$ cat src/rtl/fetch_queue.sv
// Instruction fetch stage: PC generator, 1-cycle IMEM requester and DEPTH-entry prefetch FIFO.
// Latency: redirect/reset at t -> imem_req t+1 -> enqueue t+2 -> deq_valid t+3; 1 instr/cycle sustained.
// Backpressure: deq_ready=0 holds the head; requests are credit-limited so responses never overflow.
module fetch_queue #(
    parameter int              XLEN     = 32,
    parameter logic [XLEN-1:0] RESET_PC = 32'h4000_0000,
    parameter int              DEPTH    = 4
) (
    input  logic                       clk,
    input  logic                       reset,
    output logic                       imem_req,
    output logic [XLEN-1:0]            imem_addr,
    input  logic [XLEN-1:0]            imem_rdata,
    input  logic                       redirect_valid,
    input  logic [XLEN-1:0]            redirect_pc,
    output logic                       deq_valid,
    input  logic                       deq_ready,
    output logic [XLEN-1:0]            deq_instr,
    output logic [XLEN-1:0]            deq_pc,
    output logic [$clog2(DEPTH+1)-1:0] occupancy
);
    localparam int PW = $clog2(DEPTH);
    localparam int CW = $clog2(DEPTH+1);

    logic [XLEN-1:0] fetch_pc;
    logic [XLEN-1:0] pc_pipe;
    logic            inflight;
    logic [PW-1:0]   wr_ptr;
    logic [PW-1:0]   rd_ptr;
    logic [CW-1:0]   count;
    logic [XLEN-1:0] mem_instr [DEPTH];
    logic [XLEN-1:0] mem_pc    [DEPTH];

    logic            deq_fire;
    logic            enq;
    logic [CW:0]     credit_need;

    // Redirect target low bits are forced to zero, so they carry no information.
    logic unused_redirect_lsb;
    assign unused_redirect_lsb = &{1'b0, redirect_pc[1:0]};

    // Head presentation, handshake and credit-limited request issue.
    always_comb begin
        deq_valid   = (count != '0) & ~redirect_valid & ~reset;
        deq_fire    = deq_valid & deq_ready;
        deq_instr   = mem_instr[rd_ptr];
        deq_pc      = mem_pc[rd_ptr];
        // An entry leaving this cycle frees a slot for a request issued this cycle.
        credit_need = {1'b0, count} + (CW+1)'(inflight) - (CW+1)'(deq_fire);
        imem_req    = ~reset & ~redirect_valid & (credit_need < (CW+1)'(DEPTH));
        imem_addr   = fetch_pc;
        enq         = inflight & ~redirect_valid;
        occupancy   = reset ? '0 : count;
    end

    // Control state: PC, in-flight tracking, pointers and count; redirect outranks everything.
    always_ff @(posedge clk) begin
        if (reset) begin
            fetch_pc <= RESET_PC;
            pc_pipe  <= '0;
            inflight <= 1'b0;
            wr_ptr   <= '0;
            rd_ptr   <= '0;
            count    <= '0;
        end else if (redirect_valid) begin
            fetch_pc <= {redirect_pc[XLEN-1:2], 2'b00};
            inflight <= 1'b0;
            wr_ptr   <= '0;
            rd_ptr   <= '0;
            count    <= '0;
        end else begin
            inflight <= imem_req;
            if (imem_req) begin
                fetch_pc <= fetch_pc + XLEN'(4);
                pc_pipe  <= fetch_pc;
            end
            if (enq) begin
                wr_ptr <= wr_ptr + PW'(1);
            end
            if (deq_fire) begin
                rd_ptr <= rd_ptr + PW'(1);
            end
            count <= count + CW'(enq) - CW'(deq_fire);
        end
    end

    // Buffer storage; contents are only meaningful below count, so no reset is needed.
    always_ff @(posedge clk) begin
        if (!reset && enq) begin
            mem_instr[wr_ptr] <= imem_rdata;
            mem_pc[wr_ptr]    <= pc_pipe;
        end
    end
endmodule
$ cat config.mk
export PLATFORM = sky130hd
export DESIGN_NAME = fetch_queue
export DESIGN_NICKNAME = d
export VERILOG_FILES = /design/src/rtl/fetch_queue.sv
export SDC_FILE = /design/constraint.sdc
export NUM_CORES = 1
export LEC_CHECK = 0
export ABC_AREA = 0
export CORE_UTILIZATION = 50
export CTS_BUF_LIST = sky130_fd_sc_hd__clkbuf_16
export CTS_CLUSTER_DIAMETER = 40
export DETAILED_ROUTE_END_ITERATION = 10
export GPL_TIMING_DRIVEN = 0
export HOLD_SLACK_MARGIN = 0.12
export PLACE_DENSITY = 0.74
export SLEW_MARGIN = 30
export SYNTH_ARGS = -nofsm -noshare
export SYNTH_HDL_FRONTEND = slang
export SYNTH_SLANG_ARGS = --single-unit
$ cat constraint.sdc
create_clock -name clk -period 4.2 [get_ports clk]
set_clock_uncertainty 0.05 [all_clocks]
set_input_delay 0.84 -clock clk [delete_from_list [all_inputs] [get_ports clk]]
set_output_delay 0.84 -clock clk [all_outputs]
set_load 0.005 [all_outputs]
# After elaboration in Yosys (flattened, before gate mapping)

Memories as Yosys holds them, arrays and structs flattened. A register that Yosys moved wholly into a read port is not among the register bits.
Cells that the tools add are included.
W data, S select, Z words.

Add/subtract/negate cells: 7
Magnitude comparators: 1
Mux-type cells: 9
Bitwise logic cells: 8
Reduce and logical (&&, ||, !) cells: 6

Operator list:

| operator                | count |
|---|---|
| $mux W32                | 2 |
| $add A32 B3 Y32 const B | 1 |
| $mux W2                 | 4 |
| $and A1 B1 Y1           | 6 |
| $add A2 B1 Y2 const B   | 2 |
| $add A3 B1 Y4           | 1 |
| $lt A4 B3 Y1 const B    | 1 |
| $sub A4 B1 Y4           | 1 |
| $add A3 B1 Y3           | 1 |
| $mux W3                 | 1 |
| $reduce_bool A3 Y1      | 1 |
| $sub A3 B1 Y3           | 1 |
| $mux W1                 | 2 |
| $not A1 Y1              | 2 |
| $reduce_and A2 Y1       | 1 |
| $reduce_bool A2 Y1      | 1 |
| $reduce_or A2 Y1        | 1 |
| $logic_and A1 B1 Y1     | 1 |
| $logic_not A1 Y1        | 1 |

Register bits: 72
Bits in writable memories: 256
Input port bits: 68
Word-level logic and storage cells: 40
Memories kept: 2

Memory list:

| name      | words | width | rd ports | clocked after memory_dff | wr ports | line | text |
|---|---|---|---|---|---|---|---|
| mem_instr | 4     | 32    | 1        | 1                        | 1        | 31   | `logic [XLEN-1:0] mem_instr [DEPTH];` |
| mem_pc    | 4     | 32    | 1        | 1                        | 1        | 32   | `logic [XLEN-1:0] mem_pc [DEPTH];` |

# Logic depth before layout (Yosys ltp)

Depth after elaboration: 9
Mapped depth: 13

# Worst setup path before layout

No wires, ideal clock.

Path type: in2out
From: in reset
To: out imem_req
Arrival: 3.180 ns
Required time: 3.310 ns
Setup slack: 0.130 ns
Stages on the path: 11
Cells stage by stage: clkbuf_1 > nor2_1 > o311a_1 > ha_1 > inv_1 > ha_1 > and3b_4 > nor4_2 > o21ai_1 > inv_1 > clkbuf_1

Cells in the longest elaborated chain, start to end: 6

RTL lines:

| element            | line | text |
|---|---|---|
| from (decl)        | 10   | `input logic reset,` |
| $not A1 Y1         | 44   | `deq_valid = (count != '0) & ~redirect_valid & ~reset;` |
| $and A1 B1 Y1      | 44   |  |
| $and A1 B1 Y1      | 45   | `deq_fire = deq_valid & deq_ready;` |
| named net deq_fire | 34   | `logic deq_fire;` |
| $sub A4 B1 Y4      | 49   | `credit_need = {1'b0, count} + (CW+1)'(inflight) - (CW+1)'(deq_fire);` |
| $lt A4 B3 Y1       | 50   | `imem_req = ~reset & ~redirect_valid & (credit_need < (CW+1)'(DEPTH));` |
| $and A1 B1 Y1      | 50   |  |
| to (decl)          | 11   | `output logic imem_req,` |

The timed path passes the listed nets, and every way through them passes these cells.

# Worst setup path after layout

From: in deq_ready
To: out imem_req

Cells in the longest elaborated chain, start to end: 4

RTL lines:

| element            | line | text |
|---|---|---|
| from (decl)        | 17   | `input logic deq_ready,` |
| $and A1 B1 Y1      | 45   |  |
| named net deq_fire | 34   |  |
| $sub A4 B1 Y4      | 49   |  |
| $lt A4 B3 Y1       | 50   |  |
| $and A1 B1 Y1      | 50   |  |

The timed path passes the listed nets, and every way through them passes these cells.

==> results.cfg <==
[status]
outcome = finished clean

[detailed_routing]
vias_per_cell = 5.52
antenna_violating_nets_post_route = 0
wl_per_cell_um = 20.0
routed-via-count = 7249
drc_errors = 0
finalWirelength_um = 26300
dr.first_iter.drc_count = 526
drt_pass1_iterations = 5

[setup_path]
critical_path_arrival_ps = 3230
kind_of_end_point_of_the_critical_path = output pin
critical_path.cell_chain = clkdlybuf4s50_1, o311a_4, ha_1, inv_1, ha_1, and3b_4, o21a_4, o21ai_4, inv_2, clkbuf_8, dlygate4sd2_1
critical_path.max_fanout = 10
cpMostUsedCell = ha_1
worst_reg2reg_path_endpoint = imem_addr[9]
worstRegToRegCells = 10
setup.worst_path.start_class = primary input
max_stage_delay_ps = 550
worst_path_max_delay_cell = clkdlybuf4s50_1
critical_path_required_ps = 3310
timing.rr.start = count[2]
criticalPathCategory = in -> out
worst-r2r-setup-slack_ps = 790

[floorplan]
die-width_um = 160
pin_count = 169
die_h_um = 160
start_util_pct = 51.1
dieArea_um2 = 25500
placement_rows = 57
core_um2 = 24400

[synth]
synth_top_cell_area_share_pct = 59.8
post_synthesis_cells = 749
seq_area_frac_synth_pct = 71.0
post_synthesis_cell_type_with_the_largest_combined_area = edfxtp_1
synth.area.top_cells = edfxtp_1 (60%), dfxtp_1 (11%), mux4_2 (11%)
yosys_warnings = 0
synth.most_common_cell = edfxtp_1
post_synth_num_cell_types = 55
synth.cells.most_frequent = edfxtp_1 (248), nand2_1 (79), dfxtp_1 (70)
synth-edff-count = 248
async_reset_ff_share_pct = 0
yosys_register_bits = 318
avgSynthCellArea_um2 = 16.6
synthFlopType = edfxtp_1
netlist_area_um2 = 12500

[grt]
largest_net_degree_at_the_start_of_global_routing = 42
grt_pass1_vias = 7247
first_pass_grt_wire_length_um = 40900
antenna_violations_before_repair = 0
global_route.overflow_total = 0
groute.usage.overall_pct = 20.7

[finish]
final_util_pct = 65.1
area_overhead_vs_synth_pct = 27.4
antenna-diode-count = 0
regArea_um2 = 8850
area_used_by_multi_input_combinational_logic_um2 = 3380
nNetsFinal = 1040
fillers = 1767
drive_above_1_share_pct = 17.2

[timing]
post-route-min-period_ps = 4120
slew-limit-headroom_pct = 45.3
fin_crit_sh_pct = 98.2
timing_max_transition_violations_final = 0
worstMarginPinSlew_ps = 815
whs_ps = 450
setup_viol_count_final = 0
postLayoutSetupSlackWorst_ps = 75.1
tns_ps = 0
grt_setup_unrepaired = no
report.final.hold_viol_count = 0
clock.fmax_mhz = 242

[pwr]
pwr_density_cell_nw_per_um2 = 428
leakage_power_of_the_design_nw = 5.06
fin_total_pwr_w = 0.00680
power.ir.vdd_worst_uv = 251

[hold_path]
hold_class = reg -> reg
whs_endpoint = pc_pipe[9]
timing.hold.worst_path_depth = 2
worst_hold_startpoint = pc_pipe[9]

[cts]
htree_levels = 2
tritoncts.num_buffers = 37
cts_hold_repair.buffers = 0
tritoncts = built
cts_num_sinks = 318
clock_insertion_delay_worst_skew_ps = 510
clkTransAtPathRegs_ps = 50
cts-root-buf = clkbuf_16
cts-root-to-sink-buffers = 3

[flow_run]
drv_cap = 0

[placement]
port-buffer-count = 161
gp_routability_congestion = 0.852
post-dp-hpwl_um = 17100
dp_worst_setup_slack_ps = -1880
area by class of cell:
class	instances	share of cell area, %
Clock inverter	26	0.930
Timing Repair Buffer	170	11.0
Buffer	47	1.60
Multi-Input combinational cell	370	21.3
Tap cell	324	2.55
Clock buffer	41	6.47
Sequential cell	318	55.8
Inverter	17	0.402
flip-flops by register name, summed over array words and instances, names as in the netlist, named ones only:
signal     count
mem_instr    128
mem_pc       120
imem_addr     30
pc_pipe       30
count          3
rd_ptr         2
wr_ptr         2
inflight       1
worst max-delay path, delay by kind of cell:
family / cells / cell delay (ps)
buffers and inverters: 5 / 1130
adder cells (fa/ha/maj): 2 / 400
AND/OR/NAND/NOR: 1 / 210
AO/OA/AOI/OAI: 3 / 640
worst max path at each step:
stage                              start         to  slack, ps  cells after the start
after detailed placement  redirect_valid   imem_req      -1880                     12
final                          deq_ready   imem_req         80                     11
after floorplan                    reset   imem_req        130                     11
after global routing           deq_ready   imem_req         10                     11
after global placement    redirect_valid   imem_req      -1730                     12
after CTS                       register  deq_pc[3]         40                      4
kinds of logic after synthesis:
| kind of cell | count (synthesis) | share of synthesized area, % |
|---|---|---|
| flops | 318 | 71.0 |
| fa+ha+maj | 11 | 1.17 |
| compound gates | 94 | 5.72 |
| buf+inv | 64 | 2.41 |
| simple gates | 173 | 6.59 |
| xor+xnor | 24 | 1.69 |
| mux | 64 | 11.4 |
| other cells | 1 | 0.0301 |
timing repair:
item,in CTS,in global routing
setup endpoints to repair,40,31
setup buffers,3,2
resized for setup,13,9
pin swaps,3,2
placed cells by master (no fill, tap or decap), types with 6 or more instances in the layout:
cell type        count
a2111oi_2           10
a211oi_1            22
a21oi_1             33
buf_4                9
clkbuf_1            27
clkbuf_16           41
clkbuf_2             6
clkdlybuf4s50_1    159
dfxtp_1             70
edfxtp_1           248
ha_1                10
inv_1               23
mux4_2              62
nand2_1             79
nand3_1             11
nand4_1              8
nor2_1              35
nor3_1               8
xnor2_1             18
xor2_1               6
power breakdown:
group / internal [W] / switching (W) / total [W]
registers: 0.00343 / 0.0000565 / 0.00349
clock network: 0.00177 / 0.00123 / 0.00300
logic: 0.000169 / 0.000139 / 0.000308
total: 0.00537 / 0.00143 / 0.00680
metal layers:
metal | track usage [%] | vias to the layer above | part of all wire, %
met1 | 29.2 | 3586 | 45
met5 | 0 | - | 0
met3 | 3.51 | 46 | 5.8
met2 | 33.5 | 257 | 48
li1 | - | 3360 | -
met4 | 5.80 | 0 | 2.0
per-stage QoR:
step           instance area (µm²)  std cells
4_1_cts                      15800       1311
2_1_floorplan                12500        752
3_5_place_dp                 14600       1241
5_1_grt                      15900       1313
3_3_place_gp                 14500       1237
6_report                     15900       1313
Power figures use the tool's default switching activity.
